`config.mk`:
```
export PLATFORM = sky130hd
export DESIGN_NAME = vga_scanout
export DESIGN_NICKNAME = d
export VERILOG_FILES = /design/src/rtl/vga_scanout.sv
export SDC_FILE = /design/constraint.sdc
export NUM_CORES = 1
export LEC_CHECK = 0
export ABC_CLOCK_PERIOD_IN_PS = 6550
export CAP_MARGIN = 20
export CELL_PAD_IN_SITES_DETAIL_PLACEMENT = 1
export CELL_PAD_IN_SITES_GLOBAL_PLACEMENT = 2
export CORE_ASPECT_RATIO = 1.25
export CORE_MARGIN = 1.5
export CORE_UTILIZATION = 35
export DETAILED_ROUTE_END_ITERATION = 10
export PLACE_DENSITY = 0.92
export REMOVE_ABC_BUFFERS = 1
export SYNTH_ARGS = -nofsm -noshare
export SYNTH_HDL_FRONTEND = slang
export SYNTH_SLANG_ARGS = --single-unit
```
`constraint.sdc`:
```
create_clock -name CLOCK_50 -period 6.55 [get_ports CLOCK_50]
set_input_delay 0.9825 -clock CLOCK_50 [delete_from_list [all_inputs] [get_ports CLOCK_50]]
set_output_delay 0.9825 -clock CLOCK_50 [all_outputs]
set_load 0.03 [all_outputs]
```
`src/rtl/vga_scanout.sv`:
```
// Framebuffer read side: 640x480@60 VGA timing from a 50 MHz clock with a 25 MHz pixel enable,
// 4x pixel replication from a 160x120x3 framebuffer, three-stage pixel pipeline to the DAC pins.
module vga_scanout #(
  parameter int unsigned H_ACTIVE = 640,
  parameter int unsigned H_FP     = 16,
  parameter int unsigned H_SYNC   = 96,
  parameter int unsigned H_BP     = 48,
  parameter int unsigned V_ACTIVE = 480,
  parameter int unsigned V_FP     = 10,
  parameter int unsigned V_SYNC   = 2,
  parameter int unsigned V_BP     = 33,
  parameter int unsigned FB_W     = 160
) (
  input  logic        CLOCK_50,
  input  logic        resetn,
  output logic [14:0] rd_addr,
  output logic        rd_en,
  input  logic [2:0]  rd_data,
  output logic        vblank_start,
  output logic        VGA_CLK,
  output logic        VGA_HS,
  output logic        VGA_VS,
  output logic        VGA_BLANK_N,
  output logic        VGA_SYNC_N,
  output logic [9:0]  VGA_R,
  output logic [9:0]  VGA_G,
  output logic [9:0]  VGA_B
);

  localparam int unsigned H_TOTAL = H_ACTIVE + H_FP + H_SYNC + H_BP;
  localparam int unsigned V_TOTAL = V_ACTIVE + V_FP + V_SYNC + V_BP;
  localparam int unsigned HW      = $clog2(H_TOTAL);
  localparam int unsigned VW      = $clog2(V_TOTAL);

  localparam logic [HW-1:0] H_LAST = HW'(H_TOTAL - 1);
  localparam logic [HW-1:0] H_ACT  = HW'(H_ACTIVE);
  localparam logic [HW-1:0] H_SS   = HW'(H_ACTIVE + H_FP);
  localparam logic [HW-1:0] H_SE   = HW'(H_ACTIVE + H_FP + H_SYNC - 1);
  localparam logic [VW-1:0] V_LAST = VW'(V_TOTAL - 1);
  localparam logic [VW-1:0] V_ACT  = VW'(V_ACTIVE);
  localparam logic [VW-1:0] V_SS   = VW'(V_ACTIVE + V_FP);
  localparam logic [VW-1:0] V_SE   = VW'(V_ACTIVE + V_FP + V_SYNC - 1);

  logic          r_pix_en;
  logic [HW-1:0] r_h_cnt, w_h_nxt;
  logic [VW-1:0] r_v_cnt, w_v_nxt;
  logic [14:0]   r_rd_addr, w_addr, w_x_fb, w_y_fb;
  logic          r_rd_en;
  logic          r_vblank;
  logic          w_active, w_hs, w_vs;
  logic          r_hs_p1, r_vs_p1, r_blank_n_p1;
  logic          r_hs, r_vs, r_blank_n;
  logic [9:0]    r_red, r_grn, r_blu;

  always_comb begin
    w_h_nxt = r_h_cnt + HW'(1);
    w_v_nxt = r_v_cnt;
    if (r_h_cnt == H_LAST) begin
      w_h_nxt = '0;
      w_v_nxt = (r_v_cnt == V_LAST) ? '0 : r_v_cnt + VW'(1);
    end
  end

  // Each framebuffer texel covers a 4x4 block of screen pixels.
  assign w_x_fb = 15'(r_h_cnt >> 2);
  assign w_y_fb = 15'(r_v_cnt >> 2);
  assign w_addr = w_y_fb * 15'(FB_W) + w_x_fb;

  assign w_active = (r_h_cnt < H_ACT) && (r_v_cnt < V_ACT);
  assign w_hs     = !((r_h_cnt >= H_SS) && (r_h_cnt <= H_SE));
  assign w_vs     = !((r_v_cnt >= V_SS) && (r_v_cnt <= V_SE));

  always_ff @(posedge CLOCK_50 or negedge resetn) begin
    if (!resetn) begin
      r_pix_en     <= 1'b0;
      r_h_cnt      <= '0;
      r_v_cnt      <= '0;
      r_rd_addr    <= '0;
      r_rd_en      <= 1'b0;
      r_vblank     <= 1'b0;
      r_hs_p1      <= 1'b1;
      r_vs_p1      <= 1'b1;
      r_blank_n_p1 <= 1'b0;
      r_hs         <= 1'b1;
      r_vs         <= 1'b1;
      r_blank_n    <= 1'b0;
      r_red        <= '0;
      r_grn        <= '0;
      r_blu        <= '0;
    end else begin
      r_pix_en <= ~r_pix_en;
      r_vblank <= 1'b0;
      if (r_pix_en) begin
        r_h_cnt  <= w_h_nxt;
        r_v_cnt  <= w_v_nxt;
        r_vblank <= (w_h_nxt == '0) && (w_v_nxt == V_ACT);
        // Stage 1: read request plus timing flags for the same pixel.
        r_rd_en      <= w_active;
        if (w_active) begin
          r_rd_addr <= w_addr;
        end
        r_hs_p1      <= w_hs;
        r_vs_p1      <= w_vs;
        r_blank_n_p1 <= w_active;
        // Stage 2: rd_data arrived mid-period; register it with the delayed flags.
        r_hs         <= r_hs_p1;
        r_vs         <= r_vs_p1;
        r_blank_n    <= r_blank_n_p1;
        r_red        <= r_blank_n_p1 ? {10{rd_data[2]}} : '0;
        r_grn        <= r_blank_n_p1 ? {10{rd_data[1]}} : '0;
        r_blu        <= r_blank_n_p1 ? {10{rd_data[0]}} : '0;
      end
    end
  end

  assign rd_addr      = r_rd_addr;
  assign rd_en        = r_rd_en;
  assign vblank_start = r_vblank;
  assign VGA_CLK      = r_pix_en;
  assign VGA_HS       = r_hs;
  assign VGA_VS       = r_vs;
  assign VGA_BLANK_N  = r_blank_n;
  assign VGA_SYNC_N   = 1'b0;
  assign VGA_R        = r_red;
  assign VGA_G        = r_grn;
  assign VGA_B        = r_blu;

endmodule

```
==> summary.txt <==
Clock network
  • CTS tree: done
  • Total CTS buffers: 5
  • Hold-fix buffers at CTS: 0
  • CTS max path bufs: 2
  • Post-CTS setup repair buffer count: 0
  • Clk sinks: 46
  • Clk Latency, worst-skew pair: 0.31 ns
  • CTS H-tree depth: 2
  • Clock root cell: clkbuf_8
  • Post-cts resize count: 0
  • CTS clk-pin slew, worst paths: roughly 0.1 ns

Power
  • Share of power burned in registers: 0.515
  • Sw Share: 0.250
  • Clock power frac: 0.396
  • Comb pwr share: 0.089
  • VDD IR max: approximately 0.000079 V
  • LEAKAGE: roughly 1.5 nW
  • Pint: 0.000418 W
  • NetSw: 0.000140 W
  • Pwr/cell area: around 150 mW/mm^2

STA
  • Slew @ Worst Pin: around 0.95 ns
  • Setup TNS: 0 ns
  • Slew Viols, Final: 0
  • Final hold vios: 0
  • Worst clock skew: 0.00635 ns
  • Final Cycle Share: 0.447
  • Fmax: ~340 MHz
  • Unrepaired setup endpoints after global routing: no
  • Setup Viol. Count Final: 0
  • Final min period: 2.93 ns
  • Headroom to the max-slew limit: 0.364

Cells and area
  • Reg area: around 0.0012 mm^2
  • Multi-input gate area: 0.00165 mm^2
  • NumNets Final: just under 400
  • Post-layout instance area: around 0.0037 mm^2
  • Commonest non-fill, non-tap cell in the layout: clkdlybuf4s50_1
  • Layout area overhead: 16.7%
  • Share of post-route cells with drive strength above 1: 0.0788
  • Inserted Diodes: 0
  • Most frequent cells in the layout: 54 x clkdlybuf4s50_1, 42 x dfrtp_1, 35 x nand2_1, 33 x o21ai_0, 20 x ha_1
  • Largest register FFs: 15
  • Fill cell count: 1053

Floorplan
  • Core footprint: 0.00875 mm^2
  • Starting density of the core: 0.362
  • Die ar.: ~0.0096 mm^2
  • Rows: 38
  • Chip width: about 90 um
  • Die Y: 109 um
  • I/O pin count: 57

Yosys
  • EDFF count, synth: 0
  • Yosys cell types: 55
  • Share of the synthesized area in the top cell type: 0.332
  • Flops & latches, synth: 46
  • Syn_area_per_cell: 9.04 um^2
  • Synth area leader: dfrtp_1
  • Ys async rst share: 1.00
  • Seq/Total Area, Yosys: 0.366
  • Synth Cell Area: around 0.0032 mm^2
  • Cells after Synth: 350
  • Top_reg_cell synth: dfrtp_1
  • Top area cells in the synthesized netlist: dfrtp_1 33%, ha_1 7.9%, buf_4 7.6%
  • Yosys warning total: 0

Outcome
  • Outcome: finished clean

Global route
  • GRT Overall Usage: 0.172
  • Total grt overflow: 0
  • Largest net degree at the start of global routing: 47
  • Global-route wire length before repair: approximately 13000 um
  • Via count of the first global-routing pass: approximately 2700
  • Initial antenna violation count: 0

Setup path
  • Critical path class: flip-flop to primary output
  • CP max stage cell: clkdlybuf4s50_1
  • CP cell instances: buf_4 > clkdlybuf4s50_1
  • CP Data Arrival Time: 1.95 ns
  • Crit. End Element: primary output
  • Kind of cell adding the most delay to the critical path: buffers and inverters
  • Startpoint types: flip-flop
  • CP Max Fanout: 26
  • Crit path required time: 5.57 ns
  • WP buf/inv: 2
  • Largest stage delay on the critical path: between 0.7 and 0.8 ns

Place
  • GP Congestion: 0.906
  • Post-DP HPWL: around 5700 um
  • Placed cell area: between 0.003 and 0.004 mm^2
  • PortBufs: 55

Detailed routing
  • Initial DRC count: between 100 and 150
  • Routed len/inst: 16.1 um
  • WL final: just under 8000 um
  • Router iterations before antenna repair: 4
  • Overall via count from detail_route: 2581
  • ANT nets after route: 0
  • Via density: around 5.3
  • # DRC: 0

Flow run
  • Max-Cap Viols: 0

Min path
  • Hold crit path type: flip-flop to flip-flop
[layout make-up]
type / count / area share
clock inverter: 3 / 0.0119
inverter: 13 / 0.0132
sequential: 46 / 0.313
clock buffer: 5 / 0.0186
multi-input combinational: 244 / 0.447
tap: 120 / 0.0407
timing repair buffer: 57 / 0.155
[worst min-delay path: cells and delay by family (launching register included)]
family / cells / cell delay [ns]
AOI/OAI and AO/OA: 1 / 0.06
DFF: 1 / 0.35
and+or+nand+nor: 1 / 0.05
[layer usage]
metal	GRT usage	wire [um]	vias up
met1	0.213	3420	1288
met4	0.0536	140	0
met5	0	0	-
li1	-	-	1242
met3	0.0257	189	10
met2	0.306	4110	41
[kinds of logic (layout without fill, tap and decap cells)]
family                   count (synthesis)  in the layout  synth area share
adder cells (fa/ha/maj)                 22             22            0.0918
multiplexers                             9              9            0.0316
AO/OA/AOI/OAI                           73             73             0.140
XOR/XNOR                                22             22            0.0609
buffers and inverters                   60             78             0.113
AND/OR/NAND/NOR                        117            117             0.196
other                                    1              1           0.00119
flip-flops                              46             46             0.366
[synth_stat cells, types with 4 or more instances]
library cell,n
dfrtp_1,42
nand2_1,35
o21ai_0,33
buf_4,32
ha_1,20
nor2_1,18
nand3_1,15
inv_1,13
xor2_1,12
a21oi_1,11
clkbuf_1,10
xnor2_1,10
nand4_1,9
mux2_2,8
nor3_1,8
a31oi_1,7
nor4_1,5
a211oi_1,4
and3_1,4
dfstp_2,4
[power groups by stage]
stage | clock (W) | sequential (W) | combinational, W
6_report | 0.000221 | 0.000287 | 0.0000497
5_1_grt | 0.000237 | 0.000288 | 0.0000528
4_1_cts | 0.000224 | 0.000287 | 0.0000494
3_5_place_dp | 0 | 0.000293 | 0.0000492
3_3_place_gp | 0 | 0.000293 | 0.0000488
2_1_floorplan | 0 | 0.000312 | 0.00000191
[per-stage QoR]
step	cells	util	hold slack, ns	setup slack [ns]	total power, W
3_3_place_gp	479	0.407	0.462	3.84	0.000341
4_1_cts	487	0.420	0.493	3.63	0.000561
5_1_grt	488	0.422	0.516	3.50	0.000578
6_report	488	0.422	0.486	3.62	0.000558
3_5_place_dp	479	0.407	0.471	3.82	0.000342
2_1_floorplan	303	-	0.465	3.48	0.000314
[path summary, 6_finish.rpt]
kind	from	to	slack (ns)	cells past startpoint
min in group asynchronous	resetn	rd_addr[14]$_DFFE_PN0P_	0.55	1
worst max register to register	r_v_cnt[5]$_DFFE_PN0P_	rd_addr[14]$_DFFE_PN0P_	3.79	9
worst min register to register	rd_addr[11]$_DFFE_PN0P_	rd_addr[11]$_DFFE_PN0P_	0.49	2
max in group asynchronous	resetn	VGA_HS$_DFFE_PN1P_	5.45	2
worst max-delay path	VGA_CLK$_DFF_PN0_	VGA_CLK	3.62	2
worst min-delay path	rd_addr[11]$_DFFE_PN0P_	rd_addr[11]$_DFFE_PN0P_	0.49	2
Power figures use the tool's default switching activity.
